File: config.mk
export PLATFORM = sky130hd
export DESIGN_NAME = serial_adder_flat
export DESIGN_NICKNAME = d
export VERILOG_FILES = /design/src/rtl/lab_pkg.sv /design/src/rtl/serial_adder_if.sv /design/src/rtl/fa_vr.sv /design/src/rtl/serial_adder.sv /design/src/flat_wrapper.sv
export SDC_FILE = /design/constraint.sdc
export NUM_CORES = 1
export LEC_CHECK = 0
export CAP_MARGIN = 30
export CORE_MARGIN = 4
export CORE_UTILIZATION = 50
export DETAILED_ROUTE_END_ITERATION = 8
export PLACE_DENSITY = 0.82
export SYNTH_ARGS = -nofsm -noshare
export SYNTH_HDL_FRONTEND = slang
export SYNTH_SLANG_ARGS = --single-unit
File: constraint.sdc
create_clock -name clk -period 2.01 [get_ports clk]
set_clock_uncertainty 0.15 [all_clocks]
set_input_delay 0.603 -clock clk [delete_from_list [all_inputs] [get_ports clk]]
set_output_delay 0.603 -clock clk [all_outputs]
set_load 0.02 [all_outputs]
File: src/rtl/lab_pkg.sv
// Shared lab datapath definitions: FSM state encoding and default operand width.
package lab_pkg;

    localparam int ADD_W = 8;

    typedef enum logic [1:0] {
        S_IDLE = 2'd0,
        S_RUN  = 2'd1,
        S_DONE = 2'd2
    } state_t;

    // Operand B as fed to the cell: inverted for subtraction (the +1 comes from carry-in).
    function automatic logic [ADD_W-1:0] cond_invert(input logic [ADD_W-1:0] val,
                                                     input logic             inv);
        return inv ? ~val : val;
    endfunction

endpackage

File: src/rtl/serial_adder_if.sv
// Start/done handshake and operand/result bus of the bit-serial adder.
interface serial_adder_if
    import lab_pkg::*;
#(
    parameter int N = ADD_W
);
    logic         i_start;
    logic         i_sub;
    logic [N-1:0] i_a;
    logic [N-1:0] i_b;
    logic         o_busy;
    logic         o_done;
    logic [N-1:0] o_sum;
    logic         o_c_out;
    logic         o_overflow;

    modport master (
        output i_start, i_sub, i_a, i_b,
        input  o_busy, o_done, o_sum, o_c_out, o_overflow
    );

    modport slave (
        input  i_start, i_sub, i_a, i_b,
        output o_busy, o_done, o_sum, o_c_out, o_overflow
    );

endinterface

File: src/rtl/fa_vr.sv
// One-bit full-adder cell, gate-level form.
module fa_vr (
    output logic sum,
    output logic c_out,
    input  logic a,
    input  logic b,
    input  logic c_in
);
    logic w_axb;

    assign w_axb = a ^ b;
    assign sum   = w_axb ^ c_in;
    assign c_out = (a & b) | (c_in & w_axb);

endmodule

File: src/rtl/serial_adder.sv
// Bit-serial N-bit adder/subtractor: one full-adder cell plus a carry flop, LSB first,
// N RUN cycles per operation, results published on the last RUN edge.
module serial_adder
    import lab_pkg::*;
#(
    parameter int N = ADD_W
) (
    input  logic          clk,
    input  logic          rst,
    serial_adder_if.slave bus
);
    localparam int            CW   = (N > 1) ? $clog2(N) : 1;
    localparam logic [CW-1:0] LAST = CW'(N - 1);

    state_t        r_state;
    state_t        w_state_next;
    logic          w_accept;
    logic          w_last;
    logic          w_busy;
    logic          w_done;

    logic [N-1:0]  r_shift_a;
    logic [N-1:0]  r_shift_b;
    logic [N-1:0]  r_acc;
    logic [N-1:0]  r_sum;
    logic          r_carry;
    logic          r_c_out;
    logic          r_overflow;
    logic [CW-1:0] r_count;

    logic          w_fa_sum;
    logic          w_fa_cout;

    fa_vr u_fa (
        .sum   (w_fa_sum),
        .c_out (w_fa_cout),
        .a     (r_shift_a[0]),
        .b     (r_shift_b[0]),
        .c_in  (r_carry)
    );

    always_ff @(posedge clk or posedge rst) begin
        if (rst) begin
            r_state <= S_IDLE;
        end else begin
            r_state <= w_state_next;
        end
    end

    always_comb begin
        w_state_next = r_state;
        w_accept     = 1'b0;
        w_last       = 1'b0;
        w_busy       = 1'b0;
        w_done       = 1'b0;
        case (r_state)
            S_IDLE: begin
                if (bus.i_start) begin
                    w_accept     = 1'b1;
                    w_state_next = S_RUN;
                end
            end
            S_RUN: begin
                w_busy = 1'b1;
                if (r_count == LAST) begin
                    w_last       = 1'b1;
                    w_state_next = S_DONE;
                end
            end
            S_DONE: begin
                w_done       = 1'b1;
                w_state_next = S_IDLE;
            end
            default: w_state_next = S_IDLE;
        endcase
    end

    // r_acc collects bits as they are produced; r_sum only changes on the final edge
    // so the previous result stays visible throughout a new operation.
    always_ff @(posedge clk or posedge rst) begin
        if (rst) begin
            r_shift_a  <= '0;
            r_shift_b  <= '0;
            r_acc      <= '0;
            r_sum      <= '0;
            r_carry    <= 1'b0;
            r_c_out    <= 1'b0;
            r_overflow <= 1'b0;
            r_count    <= '0;
        end else if (w_accept) begin
            r_shift_a <= bus.i_a;
            r_shift_b <= bus.i_sub ? ~bus.i_b : bus.i_b;
            r_carry   <= bus.i_sub;
            r_count   <= '0;
        end else if (r_state == S_RUN) begin
            r_shift_a <= {1'b0, r_shift_a[N-1:1]};
            r_shift_b <= {1'b0, r_shift_b[N-1:1]};
            r_acc     <= {w_fa_sum, r_acc[N-1:1]};
            r_carry   <= w_fa_cout;
            r_count   <= r_count + 1'b1;
            if (w_last) begin
                // r_carry is the carry into the MSB at this point.
                r_sum      <= {w_fa_sum, r_acc[N-1:1]};
                r_c_out    <= w_fa_cout;
                r_overflow <= r_carry ^ w_fa_cout;
            end
        end
    end

    assign bus.o_busy     = w_busy;
    assign bus.o_done     = w_done;
    assign bus.o_sum      = r_sum;
    assign bus.o_c_out    = r_c_out;
    assign bus.o_overflow = r_overflow;

endmodule

File: src/flat_wrapper.sv
// flat-port wrapper written by rule: the top's interface ports become plain ports
module serial_adder_flat import lab_pkg::*;
#(
    parameter int N = ADD_W
)
  (clk, rst, bus_i_start, bus_i_sub, bus_i_a, bus_i_b, bus_o_busy, bus_o_done, bus_o_sum, bus_o_c_out, bus_o_overflow);
  serial_adder_if #(.N(N)) bus_i ();
  input  logic clk;
  input  logic rst;
  input wire logic [$bits(bus_i.i_start)-1:0] bus_i_start;
  input wire logic [$bits(bus_i.i_sub)-1:0] bus_i_sub;
  input wire logic [$bits(bus_i.i_a)-1:0] bus_i_a;
  input wire logic [$bits(bus_i.i_b)-1:0] bus_i_b;
  output wire logic [$bits(bus_i.o_busy)-1:0] bus_o_busy;
  output wire logic [$bits(bus_i.o_done)-1:0] bus_o_done;
  output wire logic [$bits(bus_i.o_sum)-1:0] bus_o_sum;
  output wire logic [$bits(bus_i.o_c_out)-1:0] bus_o_c_out;
  output wire logic [$bits(bus_i.o_overflow)-1:0] bus_o_overflow;
  assign bus_i.i_start = bus_i_start;
  assign bus_i.i_sub = bus_i_sub;
  assign bus_i.i_a = bus_i_a;
  assign bus_i.i_b = bus_i_b;
  assign bus_o_busy = bus_i.o_busy;
  assign bus_o_done = bus_i.o_done;
  assign bus_o_sum = bus_i.o_sum;
  assign bus_o_c_out = bus_i.o_c_out;
  assign bus_o_overflow = bus_i.o_overflow;
  serial_adder #(.N(N)) u_core (.clk(clk), .rst(rst), .bus(bus_i));
endmodule
==> run metrics <==
CP endpoint kind=primary output; warnings from Yosys=0; Tot GR Track Use=16.7%; CTS Hold Bufs=0; Critical Path Start Type=register; worst vdd ir=0.479 mV; number of global-route vias before repair=1266; WP data required=1.26 ns; drt first-iter violations=79; Cells after Synth=166; PD cells=1400 nW/um^2; Async SR Flop Fraction=100%; Post-synth EDFFs=0; top cell type by total area after synthesis=dfrtp_1; post-DP HPWL=2200 um; Top FF cell, synth=dfrtp_1; CP Buf/Inv Count=1; Mapped Area=1700 um^2; drt total wl=3110 um; Netlist cell types=24; crit path max fanout=3; Worst path slowest cell=dfrtp_1; Pre-antenna DRT Iters=4; worst skew pair latency=0.34 ns; final instance area=2150 um^2; area delta synth->final=26.6%; final non-filler cell total=250; layout cell share with drive strength beyond 1=13.6%; most frequent cell after synthesis=nand2_1; worst setup path class=reg -> out; initial antenna violation count=0; Nets=228; initial core utilization=53.8%; Routability Congestion=0.742; family with the most delay on the worst path=flip-flops; Worst-path clk slew=0.10 ns; total clock sinks=39; post-route setup slack=0.0735 ns; first-pass GRT wire length=5490 um; Num CTS Buffers=5; clk root buf=clkbuf_4; Post-CTS Resized=14; crit-path cells=nor2b_1 > clkdlybuf4s15_1; chip height=66.3 um; DRC=0; leakage=0.00107 uW; Placement Cell Area=2100 um^2; port bufs=31; status=finished, final reports clean; GRT overflow=0; DR WL/cell=12.4 um; headroom to the max-slew limit=54.8%; vias per cell=5.13; hold violation total from the final report=0; CTS tree=yes; slew at the pin closest to its max-slew limit=0.677 ns; Die Area=4390 um^2; area share of the largest cell type after synthesis=57.5%; num rows=20; Routed Antenna Nets=0; Max-Cap Viols=0; Ports=32; RSZ-0062 raised after global routing=false; Syn Area/Cell=10.2 um^2; final design utilization=68.2%; Worst Path Arrival=1.18 ns; CTS Buffer Depth=2; chip width=66.3 um; pins over their slew limit=0; sequential share of the synthesized area=57.5%; area of the core=3150 um^2; placed cells=242; # diodes=0; via count=1282; crit path time final=1.94 ns; commonest cells in the netlist=59 x nand2_1, 39 x dfrtp_1, 9 x mux2_2, 8 x a22oi_1; Mapped Nets=189; largest net degree at the start of global routing=40; dpl ws=-0.197 ns; Worst Hold Class=reg -> reg; Max Freq=516 MHz; post-route setup TNS=0 ns; Final setup viols=0; critical path's largest stage delay=0.41 ns; H-tree depth=2; register bit total from synthesis=39; final worst-path cycle share=96.3%; Post-CTS Setup Bufs=0; Synth area leaders=dfrtp_1 57%, nand2_1 13%, mux2_2 6.0%
## tightest hold or removal path: stages (launching register included)
cell	delay, ns
dfrtp_1	0.35
nand2_1	0.05
o21ai_0	0.06
## final cells by class
| type | count | area [um^2] |
|---|---|---|
| Clock buffer | 8 | 68.8 |
| Fill cell | 270 | 1000 |
| Inverter | 3 | 11.3 |
| Multi-Input combinational cell | 116 | 666 |
| Sequential cell | 39 | 976 |
| Tap cell | 44 | 55.1 |
| Timing Repair Buffer | 40 | 373 |
## per-stage QoR
step,total power (uW),hold WS (ns)
after global routing,3280,0.372
after floorplan,2190,0.292
after global placement,2600,0.306
after detailed placement,2680,0.316
final,3010,0.338
after CTS,3050,0.342
## kinds of logic after synthesis
| kind of cell | Yosys count | share of synthesized area, % |
|---|---|---|
| flip-flops | 39 | 57.5 |
| buffers and inverters | 11 | 3.32 |
| AO/OA/AOI/OAI | 20 | 7.74 |
| adder cells (fa/ha/maj) | 3 | 2.65 |
| multiplexers | 9 | 5.97 |
| AND/OR/NAND/NOR | 75 | 18.2 |
| XOR/XNOR | 9 | 4.64 |
## flip-flops by register name, summed over array words and instances, names as in the netlist
signal	count
u_core.r_shift_a	8
u_core.bus.o_overflow	1
u_core.bus.o_c_out	1
u_core.r_state	2
u_core.r_acc	7
u_core.bus.o_sum	8
u_core.r_carry	1
u_core.r_count	3
u_core.r_shift_b	8
## final timing paths
kind / startpoint / endpoint / slack (ns) / cells past startpoint
max in group asynchronous: rst / u_core.bus.o_sum[4] / 1.08 / 3
min: u_core.bus.o_overflow / u_core.bus.o_overflow / 0.34 / 2
min in group asynchronous: rst / u_core.bus.o_sum[0] / 0.44 / 3
min reg2reg: u_core.bus.o_overflow / u_core.bus.o_overflow / 0.34 / 2
max: u_core.r_state[0] / bus_o_done / 0.07 / 2
max reg2reg: u_core.r_count[0] / u_core.bus.o_sum[6] / 0.29 / 5
## report_power, final
group / total (uW) / internal, uW / switching [uW]
clock: 441 / 206 / 235
sequential: 1330 / 1130 / 201
combinational: 1230 / 532 / 703
total: 3010 / 1870 / 1140
## placed cells by master (no fill, tap or decap)
master           synthesis  final
nand2_1                 59     59
dfrtp_1                 39     39
clkdlybuf4s50_1          0     19
dlygate4sd2_1            0     10
mux2_2                   9      9
a22oi_1                  8      8
buf_4                    2      8
xor2_1                   7      7
nor2_1                   7      7
a31oi_1                  7      7
clkbuf_4                 0      5
nand3_1                  4      4
o21ai_0                  3      3
inv_1                    2      2
xnor2_1                  2      2
ha_1                     2      2
clkbuf_8                 0      2
or3b_1                   1      1
nand2b_1                 1      1
inv_2                    1      1
nor3b_2                  1      1
nand3b_1                 1      1
nor2b_1                  1      1
o21bai_1                 1      1
o21ai_1                  1      1
fa_1                     1      1
clkbuf_1                 0      1
buf_2                    5      1
clkdlybuf4s15_1          0      1
buf_12                   0      1
## per-layer routing
layer | vias to the layer above | routed length [um] | global-route usage (%) | part of all wire, %
li1 | 622 | - | - | -
met1 | 614 | 1370 | 20.7 | 44
met2 | 40 | 1500 | 26.0 | 48
met3 | 6 | 199 | 6.63 | 6.4
met4 | 0 | 48 | 6.09 | 1.5
met5 | - | 0 | 0 | 0
No activity file was read; power rests on OpenSTA's default activity.
